<file path="config.mk">
export PLATFORM = sky130hd
export DESIGN_NAME = serial_chunk_adder
export DESIGN_NICKNAME = d
export VERILOG_FILES = /design/src/rtl/serial_chunk_adder.sv
export SDC_FILE = /design/constraint.sdc
export NUM_CORES = 1
export LEC_CHECK = 0
export BUFFER_PORTS_ARGS = -buffer_cell sky130_fd_sc_hd__buf_2
export CAP_MARGIN = 20
export CORE_MARGIN = 4
export CORE_UTILIZATION = 30
export DETAILED_ROUTE_END_ITERATION = 8
export HOLD_SLACK_MARGIN = 0.05
export PLACE_DENSITY = 0.56
export REMOVE_ABC_BUFFERS = 1
export SYNTH_ARGS = -nofsm -noshare
export SYNTH_HDL_FRONTEND = slang
export SYNTH_SLANG_ARGS = --single-unit
</file>
<file path="constraint.sdc">
create_clock -name clk_i -period 3.5 [get_ports clk_i]
set_input_delay 0.525 -clock clk_i [delete_from_list [all_inputs] [get_ports clk_i]]
set_output_delay 0.525 -clock clk_i [all_outputs]
set_load 0.01 [all_outputs]
</file>
<file path="src/rtl/serial_chunk_adder.sv">
// ---------------------------------------------------------------------------
// serial_chunk_adder
//
// Multi-cycle adder/subtractor. It processes two WIDTH-bit operands CHUNK bits
// per clock through a CHUNK-bit ripple of full adders. The carry between
// chunks is held in a register. The block reports the unsigned carry (no
// borrow in subtract mode) and the signed two's-complement overflow.
//
// Parameters:
//   WIDTH    operand/result width, WIDTH >= 1
//   CHUNK    bits processed per cycle, WIDTH must be a multiple of CHUNK
//
// Ports:
//   clk_i    clock, all state updates on the rising edge
//   rst_i    synchronous active-high reset, aborts any operation in flight
//   start_i  request a new operation, sampled only while idle
//   sub_i    0: x + y, 1: x - y (latched with the operands)
//   x_i      first operand, latched on an accepted start
//   y_i      second operand, latched on an accepted start
//   busy_o   high while an operation is in progress
//   done_o   one-cycle pulse when s_o/c_o/v_o are final
//   s_o      sum/difference modulo 2^WIDTH
//   c_o      final carry out (subtract: 1 = no borrow)
//   v_o      signed overflow
// ---------------------------------------------------------------------------
module serial_chunk_adder #(
   parameter int unsigned WIDTH = 16,
   parameter int unsigned CHUNK = 4
) (
   input  logic             clk_i,
   input  logic             rst_i,
   input  logic             start_i,
   input  logic             sub_i,
   input  logic [WIDTH-1:0] x_i,
   input  logic [WIDTH-1:0] y_i,
   output logic             busy_o,
   output logic             done_o,
   output logic [WIDTH-1:0] s_o,
   output logic             c_o,
   output logic             v_o
);

   localparam int unsigned N     = WIDTH / CHUNK;
   localparam int unsigned KW    = (N > 1) ? $clog2(N) : 1;
   localparam logic [KW-1:0] KLast = KW'(N - 1);

   typedef enum logic [0:0] {StIdle, StRun} state_e;

   state_e           state_q, state_d;
   // Operand registers shift right by CHUNK each RUN cycle, so the active
   // chunk is always in the low bits.
   logic [WIDTH-1:0] xr_q, xr_d;
   logic [WIDTH-1:0] yr_q, yr_d;
   logic             carry_q, carry_d;
   logic [KW-1:0]    k_q, k_d;
   logic [WIDTH-1:0] s_q, s_d;
   logic             c_q, c_d;
   logic             v_q, v_d;
   logic             busy_q, busy_d;
   logic             done_q, done_d;

   logic [CHUNK-1:0] chunk_a;
   logic [CHUNK-1:0] chunk_b;
   logic [CHUNK-1:0] chunk_sum;
   logic             chunk_cout;
   logic             chunk_cmsb;   // carry into the top bit of the chunk

   assign chunk_a = xr_q[CHUNK-1:0];
   assign chunk_b = yr_q[CHUNK-1:0];

   // CHUNK-bit ripple of full adders: the only combinational path per cycle.
   always_comb begin
      logic cy;
      chunk_sum  = '0;
      cy         = carry_q;
      chunk_cmsb = carry_q;
      for (int i = 0; i < int'(CHUNK); i++) begin
         chunk_sum[i] = chunk_a[i] ^ chunk_b[i] ^ cy;
         chunk_cmsb   = cy;
         cy           = (chunk_a[i] & chunk_b[i]) | (cy & (chunk_a[i] ^ chunk_b[i]));
      end
      chunk_cout = cy;
   end

   // Next-state and datapath updates.
   always_comb begin
      state_d = state_q;
      xr_d    = xr_q;
      yr_d    = yr_q;
      carry_d = carry_q;
      k_d     = k_q;
      s_d     = s_q;
      c_d     = c_q;
      v_d     = v_q;
      busy_d  = busy_q;
      done_d  = 1'b0;   // done only ever pulses on completion

      unique case (state_q)
         StIdle: begin
            if (start_i) begin
               xr_d    = x_i;
               // Subtraction as x + ~y + 1: the +1 enters as the initial carry.
               yr_d    = sub_i ? ~y_i : y_i;
               carry_d = sub_i;
               k_d     = '0;
               s_d     = '0;
               c_d     = 1'b0;
               v_d     = 1'b0;
               busy_d  = 1'b1;
               state_d = StRun;
            end
         end

         StRun: begin
            xr_d    = xr_q >> CHUNK;
            yr_d    = yr_q >> CHUNK;
            carry_d = chunk_cout;
            k_d     = k_q + KW'(1);
            for (int j = 0; j < int'(N); j++) begin
               if (k_q == KW'(j)) begin
                  s_d[j*CHUNK +: CHUNK] = chunk_sum;
               end
            end
            if (k_q == KLast) begin
               c_d     = chunk_cout;
               // The top bit of the last chunk is bit WIDTH-1 of the operands.
               v_d     = chunk_cmsb ^ chunk_cout;
               busy_d  = 1'b0;
               done_d  = 1'b1;
               k_d     = '0;
               state_d = StIdle;
            end
         end

         default: begin
            state_d = StIdle;
            busy_d  = 1'b0;
         end
      endcase
   end

   always_ff @(posedge clk_i) begin
      if (rst_i) begin
         state_q <= StIdle;
         xr_q    <= '0;
         yr_q    <= '0;
         carry_q <= 1'b0;
         k_q     <= '0;
         s_q     <= '0;
         c_q     <= 1'b0;
         v_q     <= 1'b0;
         busy_q  <= 1'b0;
         done_q  <= 1'b0;
      end else begin
         state_q <= state_d;
         xr_q    <= xr_d;
         yr_q    <= yr_d;
         carry_q <= carry_d;
         k_q     <= k_d;
         s_q     <= s_d;
         c_q     <= c_d;
         v_q     <= v_d;
         busy_q  <= busy_d;
         done_q  <= done_d;
      end
   end

   assign busy_o = busy_q;
   assign done_o = done_q;
   assign s_o    = s_q;
   assign c_o    = c_q;
   assign v_o    = v_q;

endmodule
</file>
==> results.json <==
{
  "status": "finished, final reports clean",
  "layout_commonest_cell": "dfxtp_1",
  "netlist_instances": 265,
  "cts_tree": "done",
  "grt_start_max_net_pins": 40,
  "rsz0062_at_grt": "false",
  "peakVddDrop_uv": 176.4,
  "start_util_pct": 30.73,
  "drcViolationCount": 0,
  "cts_max_path_buffers": 2,
  "fin_crit_sh_pct": 66.45,
  "fin_skew_ps": 8.609,
  "ys_ff_latch": 56,
  "dp.final_hpwl_um": 4003,
  "required_ps": 3720,
  "rows": 34,
  "routed_wl_um": 5837,
  "synthesis.area_sq_mm": 0.002680,
  "routed_via_density": 4.704,
  "fin_ws_ps": 1174,
  "worst_pin_slew_ps": 886.2,
  "wire_per_inst_um": 14.03,
  "end_kind": "flop",
  "arrival_ps": 2540,
  "slew_headroom_pct": 40.84,
  "htreeDepth": 2,
  "ioPinCount": 56,
  "postCtsSetupBuffers": 0,
  "finalPower_mw": 1.270,
  "clk_latency_ps": 320,
  "synthToLayoutAreaGrowth_pct": 14.05,
  "worstPathMaxFanout": 3,
  "ant_nets": 0,
  "drive_gt1_share_pct": 24.03,
  "dieArea_sq_mm": 0.01051,
  "firstDrtPassIters": 4,
  "dp_slack_ps": 1211,
  "finalHoldViolCount": 0,
  "grt_pass1_vias": 1911,
  "final_cell_count_no_fill": 416,
  "grt.overflow.total": 0,
  "final_max_slew_viol_count": 0,
  "antenna_cells": 0,
  "ys_warn_count": 0,
  "pwr_density_cell_mw_per_mm2": 415.4,
  "place.gp.congestion": 0.6983,
  "synth_area_per_cell_sq_um": 10.11,
  "cts_resized": 0,
  "maxCapViolCount": 0,
  "initialDrtViolationCount": 38,
  "fin_nets": 351,
  "max_clock_freq_mhz": 429.9,
  "cts_sinks": 56,
  "die_h_um": 102.5,
  "criticalPathCategory": "reg -> reg",
  "cts.reportedPaths.clkPinSlew_ps": 100,
  "cts_root_buf": "clkbuf_8",
  "ys_types": 26,
  "track_usage_pct": 11.54,
  "hold_class": "in -> reg",
  "dpl.cell_count": 408,
  "die_w_um": 102.5,
  "mostFrequentLayoutCells": "dfxtp_1 (56), buf_2 (55), inv_1 (24), o32ai_1 (18)",
  "cts_buffers": 5,
  "cp-start-kind": "flop",
  "coreArea_sq_mm": 0.008721,
  "period_needed_ps": 2326,
  "yosysSeqAreaShare_pct": 41.83,
  "nFillCells": 908,
  "cts_hold_buf": 0,
  "grt_antenna_before_repair": 0,
  "portBuffers": 55,
  "grt_pass1_wl_um": 9584,
  "vias": 1957,
  "fin_tns_setup_ps": 0,
  "setup_violations": 0,
  "p_leak_nw": 1.206
}
==> per-stage QoR <==
stage               cell area [sq um]  hold slack, ps  util (%)
floorplan                        2527           461.1         -
global placement                 2960           458.8     33.95
detailed placement               2960           459.8     33.95
CTS                              3057           437.4     35.05
global route                     3057           441.1     35.05
finish                           3057           444.3     35.05
==> cell usage after synthesis <==
cell type,n,area (sq um)
a21oi_1,3,15.01
fa_1,4,80.08
nor2b_1,13,81.33
dfxtp_1,56,1121
xnor2_1,17,148.9
ha_1,4,50.05
mux2i_1,17,170.2
nor2_1,10,37.54
nand2b_1,7,43.79
inv_1,24,90.09
a211oi_1,17,127.6
a21bo_2,1,10.01
mux2_2,1,11.26
nor3b_1,1,7.510
or3b_1,2,17.52
or3b_4,1,11.26
buf_4,3,22.52
or4b_1,12,120.1
nand2_1,17,63.81
o32ai_1,18,157.7
buf_6,6,67.56
o221ai_1,12,105.1
buf_2,8,40.04
clkbuf_1,6,22.52
mux2_4,3,45.04
or2_2,2,12.51
==> layout make-up <==
| class | count | area, sq um | share of cell area [%] |
|---|---|---|---|
| clock buffer | 6 | 82.58 | 2.702 |
| clock inverter | 2 | 13.76 | 0.4503 |
| inverter | 24 | 90.09 | 2.947 |
| multi-input combinational | 162 | 1316 | 43.06 |
| sequential | 56 | 1121 | 36.68 |
| tap | 108 | 135.1 | 4.421 |
| timing repair buffer | 58 | 297.8 | 9.742 |
==> cell families (layout without fill, tap and decap cells) <==
| logic type | count (synthesis) | after routing | share of synthesized area, % |
|---|---|---|---|
| xor gates and xnor gates | 17 | 17 | 5.555 |
| AOI/OAI and AO/OA | 51 | 51 | 15.50 |
| and+or+nand+nor | 65 | 65 | 14.75 |
| buffers and inverters | 47 | 90 | 9.057 |
| DFF | 56 | 56 | 41.83 |
| adders and majority gates | 8 | 8 | 4.855 |
| muxes | 21 | 21 | 8.450 |
==> per-layer routing <==
layer	part of all wire (%)	wire [um]	GRT usage (%)	vias to the layer above
met1	50	2936	16.19	891
met2	44	2560	17.83	44
li1	-	-	-	1018
met4	0.53	31	2.119	0
met5	0	0	0	-
met3	5.3	309	3.383	4
==> worst max-delay path: stages, from the launching register on <==
cell     delay, ps
dfxtp_1        320
inv_1           70
fa_1           170
inv_1           50
fa_1           390
fa_1           440
fa_1           440
xnor2_1        150
o32ai_1        220
==> final timing paths <==
check             startpoint        to  slack (ps)  depth (start not counted)
setup reg to reg     xr_q[0]       v_o        1170                          8
hold / removal       x_i[12]  xr_q[12]         440                          3
hold reg to reg      s_o[10]   s_o[10]         480                          2
setup / recovery     xr_q[0]       v_o        1170                          8
==> report_power, final <==
group / total [mW] / switching, mW / internal, mW / leakage (nW)
Clock: 0.384 / 0.221 / 0.163 / 0.0516
Sequential: 0.699 / 0.0258 / 0.673 / 0.459
Combinational: 0.187 / 0.0988 / 0.0882 / 0.695
==> flip-flops by register name, indices dropped and copies added (netlist names) <==
register / flops
s_o: 16
v_o: 1
done_o: 1
busy_o: 1
k_q: 2
xr_q: 16
c_o: 1
state_q: 1
yr_q: 16
carry_q: 1
Power figures use the tool's default switching activity.
